File: src/rtl/rot_pkg.sv
// Shared types and constants for the rotate-share controller slice.
package rot_pkg;

    localparam int ROT_W = 8;

    typedef enum logic [1:0] {
        IDLE = 2'd0,
        EXEC = 2'd1,
        RESP = 2'd2
    } state_t;

    typedef enum logic {
        ROT_LEFT  = 1'b0,
        ROT_RIGHT = 1'b1
    } dir_t;

endpackage

File: src/rtl/rot8_core.sv
// Combinational rotator: log2(W) stages (1/2/4 for W=8), each rotating left or right.
module rot8_core
    import rot_pkg::*;
#(
    parameter  int W  = ROT_W,
    localparam int AW = $clog2(W)
) (
    input  logic [W-1:0]  a,
    input  logic [AW-1:0] amt,
    input  logic          lr,
    output logic [W-1:0]  y
);

    logic [W-1:0] stage;

    // Apply stage i when amt[i] is set; stage i rotates by 2**i positions.
    always_comb begin
        stage = a;
        for (int i = 0; i < AW; i++) begin
            if (amt[i]) begin
                if (lr) begin
                    stage = (stage >> (1 << i)) | (stage << (W - (1 << i)));
                end else begin
                    stage = (stage << (1 << i)) | (stage >> (W - (1 << i)));
                end
            end
        end
        y = stage;
    end

endmodule

File: src/rtl/rot_share_ctrl.sv
// Two-requester round-robin controller sharing one rot8_core.
// Optional build macro ROT_SHARE_STATS_EN adds per-requester grant counters.
//
// Handshakes: a transfer happens on a rising clk edge where valid & ready are
// both high for the same bit. A requester keeps its payload stable while its
// valid is high; ready may depend combinationally on valid. The controller
// holds m_valid and m_y stable until the matching m_ready completes the beat.
module rot_share_ctrl
    import rot_pkg::*;
#(
    parameter  int W        = ROT_W,
    parameter  int CORE_REG = 1,
    localparam int AW       = $clog2(W)
) (
    input  logic          clk,
    input  logic          rst_n,
    input  logic [1:0]    s_valid,
    output logic [1:0]    s_ready,
    input  logic [W-1:0]  s_a0,
    input  logic [W-1:0]  s_a1,
    input  logic [AW-1:0] s_amt0,
    input  logic [AW-1:0] s_amt1,
    input  logic          s_lr0,
    input  logic          s_lr1,
    output logic [1:0]    m_valid,
    input  logic [1:0]    m_ready,
    output logic [W-1:0]  m_y,
    output logic          busy,
    output state_t        state_dbg
`ifdef ROT_SHARE_STATS_EN
    ,
    output logic [15:0]   grant_cnt0,
    output logic [15:0]   grant_cnt1
`endif
);

    state_t        state_q, state_d;
    logic          rr_ptr;
    logic          gid;
    logic [W-1:0]  a_q;
    logic [AW-1:0] amt_q;
    dir_t          lr_q;

    logic          grant_vld;
    logic          grant_id;
    logic [W-1:0]  sel_a;
    logic [AW-1:0] sel_amt;
    logic          sel_lr;
    logic          accept;
    logic          resp_done;

    logic [W-1:0]  core_a;
    logic [AW-1:0] core_amt;
    logic          core_lr;
    logic [W-1:0]  core_y;

    // Round-robin pick: the favoured requester first, otherwise the other one.
    always_comb begin
        grant_vld = 1'b0;
        grant_id  = rr_ptr;
        if (s_valid[rr_ptr]) begin
            grant_vld = 1'b1;
            grant_id  = rr_ptr;
        end else if (s_valid[~rr_ptr]) begin
            grant_vld = 1'b1;
            grant_id  = ~rr_ptr;
        end
        sel_a   = grant_id ? s_a1   : s_a0;
        sel_amt = grant_id ? s_amt1 : s_amt0;
        sel_lr  = grant_id ? s_lr1  : s_lr0;
    end

    // In IDLE the core sees the live winner so CORE_REG=0 can capture its result at accept.
    always_comb begin
        if (state_q == IDLE) begin
            core_a   = sel_a;
            core_amt = sel_amt;
            core_lr  = sel_lr;
        end else begin
            core_a   = a_q;
            core_amt = amt_q;
            core_lr  = (lr_q == ROT_RIGHT);
        end
    end

    rot8_core #(.W(W)) u_core (
        .a   (core_a),
        .amt (core_amt),
        .lr  (core_lr),
        .y   (core_y)
    );

    // FSM state register.
    always_ff @(posedge clk or negedge rst_n) begin
        if (!rst_n) begin
            state_q <= IDLE;
        end else begin
            state_q <= state_d;
        end
    end

    // FSM next state and handshake outputs; ready is gated while reset is held.
    always_comb begin
        state_d   = state_q;
        s_ready   = 2'b00;
        m_valid   = 2'b00;
        accept    = 1'b0;
        resp_done = 1'b0;
        busy      = (state_q != IDLE);
        case (state_q)
            IDLE: begin
                if (grant_vld && rst_n) begin
                    s_ready[grant_id] = 1'b1;
                    accept            = 1'b1;
                    state_d           = (CORE_REG != 0) ? EXEC : RESP;
                end
            end
            EXEC: begin
                state_d = RESP;
            end
            RESP: begin
                m_valid[gid] = 1'b1;
                if (m_ready[gid]) begin
                    resp_done = 1'b1;
                    state_d   = IDLE;
                end
            end
            default: begin
                state_d = IDLE;
            end
        endcase
    end

    // Operand capture, result register and round-robin pointer update.
    always_ff @(posedge clk or negedge rst_n) begin
        if (!rst_n) begin
            a_q    <= '0;
            amt_q  <= '0;
            lr_q   <= ROT_LEFT;
            gid    <= 1'b0;
            rr_ptr <= 1'b0;
            m_y    <= '0;
        end else begin
            if (accept) begin
                a_q   <= sel_a;
                amt_q <= sel_amt;
                lr_q  <= dir_t'(sel_lr);
                gid   <= grant_id;
                if (CORE_REG == 0) begin
                    m_y <= core_y;
                end
            end
            if (state_q == EXEC) begin
                m_y <= core_y;
            end
            if (resp_done) begin
                rr_ptr <= ~gid;
            end
        end
    end

    assign state_dbg = state_q;

`ifdef ROT_SHARE_STATS_EN
    // Accepted-request counters; wrap naturally at 16 bits.
    always_ff @(posedge clk or negedge rst_n) begin
        if (!rst_n) begin
            grant_cnt0 <= '0;
            grant_cnt1 <= '0;
        end else if (accept) begin
            if (grant_id) begin
                grant_cnt1 <= grant_cnt1 + 16'd1;
            end else begin
                grant_cnt0 <= grant_cnt0 + 16'd1;
            end
        end
    end
`endif

endmodule

File: config.mk
export PLATFORM = sky130hd
export DESIGN_NAME = rot_share_ctrl
export DESIGN_NICKNAME = d
export VERILOG_FILES = /design/src/rtl/rot_pkg.sv /design/src/rtl/rot8_core.sv /design/src/rtl/rot_share_ctrl.sv
export SDC_FILE = /design/constraint.sdc
export NUM_CORES = 1
export LEC_CHECK = 0
export BUFFER_PORTS_ARGS = -buffer_cell sky130_fd_sc_hd__buf_2
export CAP_MARGIN = 10
export CORE_MARGIN = 5
export CORE_UTILIZATION = 55
export DETAILED_ROUTE_END_ITERATION = 8
export PLACE_DENSITY = 0.9
export SYNTH_ARGS = -nofsm -noshare
export SYNTH_HDL_FRONTEND = slang
export SYNTH_SLANG_ARGS = --single-unit
File: constraint.sdc
create_clock -name clk -period 4.65 [get_ports clk]
set_clock_uncertainty 0.05 [all_clocks]
set_input_delay 0.2325 -clock clk [delete_from_list [all_inputs] [get_ports clk]]
set_output_delay 0.2325 -clock clk [all_outputs]
set_load 0.02 [all_outputs]
==> metrics <==
Congestion Overflow GR=0; Core Footprint=3080 sq um; ys flop type=dfrtp_1; Slew Limit Fails=0; unrepaired setup endpoints after global routing=false; highest clock rate=345 MHz; part of the cycle the worst path needs=0.624; CP max FO=12; worst endpoint required time=4.79 ns; H-tree depth=1; switching share of power=0.525; Post-Route WL=4.34 mm; Final TNS setup=0 ns; Cell Area, Synth=1780 sq um; Worst slew margin=0.394; P per Cell Area=738 nW/um^2; Crit Path Category=reg2reg; Syn Inst Count=226; initial core utilization=0.578; # IOs=45; Comb power frac=0.680; site row count=20; P_int=0.712 mW; Synth async-reset ratio=1.00; crit-path max cell delay=0.76 ns; Leak Pwr=0.894 nW; post_cts resized=0; Via Count=1818; Warnings, synthesis=0; pin count of the biggest net entering global routing=27; gr usage total=0.210; flops & latches, synth=24; min Tclk post-route=2.90 ns; drt via density=5.90; worst vdd ir=401 uV; Root Buffer=clkbuf_4; CTS tree=yes; outcome=finished, final reports clean; post-DP HPWL=3.33 mm; P_sw=0.785 mW; Post-DRT Antenna Nets=0; share of cells above drive strength 1=0.269; Syn Area/Cell=7.88 sq um; worst-margin pin slew=0.905 ns; die width=66.9 microns; sequential share of power=0.246; P&R area growth vs syn=14.0%; Placement Setup Slack=1.79 ns; Cell variety after synth=43; final-stage net count=295; WL per Instance=14.1 microns; Worst Hold Class=in2reg; final core occ=0.659; fillers=270; Post CTS Setup Buffer Count=0; initial antenna violation count=0; RePlAce Congestion=1.01; TritonRoute pass-1 iters=5; IO buf count=44; vias in the first global route=1631; total CTS buffers=3; antenna diode count=0; Critical Path AT=3.04 ns; final setup fails=0; Clock transition at path regs=0.13 ns; Worst-Skew Late Latency=0.31 ns; first-pass GRT wire length=7.36 mm; CTS Sinks=24; worst-case clock buffer depth=2; number of synthesized flops with an enable pin=0; drt initial violations=119; post-synth net total=256; CP max stage cell=a31oi_1; Post-route DRC=0; crit path cell chain=or2_1 > nand3_1 > a31oi_1 > nand2b_1 > a21oi_1 > nor4_2 > o221ai_1; worst setup margin=1.75 ns; clock share of power=0.074; max-cap check violation count=0; Fin. Hold Viols=0; register area share after synthesis=0.337; die area=4470 sq um; Worst setup SP type=flip-flop; Chip Height=66.9 microns; CP Capture Type=flip-flop
==> cell families after synthesis <==
group,Yosys count,synth area share
buffers and inverters,17,0.0576
multiplexers,1,0.00632
AO/OA/AOI/OAI,76,0.318
AND/OR/NAND/NOR,108,0.281
flip-flops,24,0.337
==> area by class of cell <==
cell class	instances	area, sq um	share of cell area
clock buffers	4	36.3	0.0179
flip-flops and latches	24	601	0.296
multi-input cells	185	1080	0.531
well taps	44	55.1	0.0271
inverters	4	15.0	0.00740
repair buffers	47	245	0.121
==> cells in the final DEF (no fill, tap or decap), types with 3 or more instances in the layout <==
| master | instances |
|---|---|
| nand2_1 | 49 |
| buf_2 | 44 |
| nor2_1 | 29 |
| a21oi_1 | 25 |
| dfrtp_1 | 24 |
| a31oi_1 | 13 |
| o221ai_1 | 7 |
| nor3_1 | 5 |
| nand4_1 | 5 |
| o211ai_1 | 5 |
| o21a_1 | 4 |
| o21ai_0 | 3 |
| nand2b_1 | 3 |
| a21oi_2 | 3 |
| a32oi_1 | 3 |
| o21bai_1 | 3 |
| inv_1 | 3 |
| nor4_2 | 3 |
| clkbuf_4 | 3 |
==> power by group through the flow <==
stage | sequential, mW | clock [mW] | combinational (mW)
2_1_floorplan | 0.405 | 0 | 0.770
3_3_place_gp | 0.369 | 0 | 0.986
3_5_place_dp | 0.374 | 0 | 1.00
4_1_cts | 0.369 | 0.114 | 1.01
5_1_grt | 0.382 | 0.127 | 1.12
6_report | 0.369 | 0.111 | 1.02
==> worst max-delay path: cells and delay by family (launching register included) <==
family,cells,cell delay (ns)
flops,1,0.63
simple gates,4,1.10
compound gates,3,1.01
==> sequential cells by signal, summed over array words and instances (netlist names) <==
| name | flops |
|---|---|
| gid | 1 |
| a_q | 8 |
| amt_q | 3 |
| state_dbg | 2 |
| m_y | 8 |
| lr_q | 1 |
| rr_ptr | 1 |
==> synth_stat cells (2+ instances only) <==
library cell / number / area, sq um
o21ai_0: 3 / 15.0
nand4_1: 5 / 31.3
a311oi_2: 2 / 30.0
nor3_2: 2 / 20.0
inv_1: 3 / 11.3
buf_2: 6 / 30.0
nor4_2: 3 / 37.5
o21a_1: 4 / 30.0
nor3_1: 5 / 25.0
a31oi_1: 13 / 81.3
nand3_1: 2 / 10.0
nand2_1: 49 / 184
nor2_1: 29 / 109
nand2b_1: 3 / 18.8
o21ai_1: 2 / 10.0
a32oi_1: 3 / 26.3
nand2_2: 2 / 12.5
o21bai_1: 3 / 22.5
buf_6: 2 / 22.5
o221ai_1: 7 / 61.3
clkbuf_1: 2 / 7.51
a21oi_2: 3 / 26.3
a21oi_1: 25 / 125
dfrtp_1: 24 / 601
o211ai_1: 5 / 37.5
or2_2: 2 / 12.5
==> through the flow <==
step                      hold WS [ns]  instances  total power [mW]  cell area (sq um)
after floorplan                 -0.113        226              1.18               1780
after global placement           0.204        303              1.36               1980
after detailed placement         0.199        303              1.38               1980
after CTS                        0.106        308              1.49               2030
after global routing            0.0922        308              1.63               2030
final                            0.111        308              1.50               2030
==> worst paths after layout <==
path | start | end | slack (ns) | cells after the start
hold / removal | s_a0[3] | a_q[3]$_DFFE_PN0P_ | 0.11 | 3
hold reg to reg | m_y[4]$_DFFE_PN0N_ | m_y[4]$_DFFE_PN0N_ | 0.44 | 2
setup / recovery | rr_ptr$_DFFE_PN0P_ | m_y[6]$_DFFE_PN0N_ | 1.75 | 7
setup reg to reg | rr_ptr$_DFFE_PN0P_ | m_y[6]$_DFFE_PN0N_ | 1.75 | 7
max in group asynchronous | rst_n | m_y[3]$_DFFE_PN0N_ | 3.82 | 2
min in group asynchronous | rst_n | gid$_DFFE_PN0P_ | 0.36 | 2
==> timing repair <==
action                                  CTS  global route
endpoints found under the setup margin    0             0
hold buffers                              1             0
endpoints found under the hold margin    24             0
==> layer usage <==
metal | up-vias | GRT usage | routed length [microns]
met2 | 88 | 0.334 | 2070
met5 | - | 0 | 0
met4 | 0 | 0.0633 | 70
li1 | 896 | - | -
met3 | 10 | 0.0472 | 360
met1 | 824 | 0.282 | 1830
No activity file was read; power rests on OpenSTA's default activity.
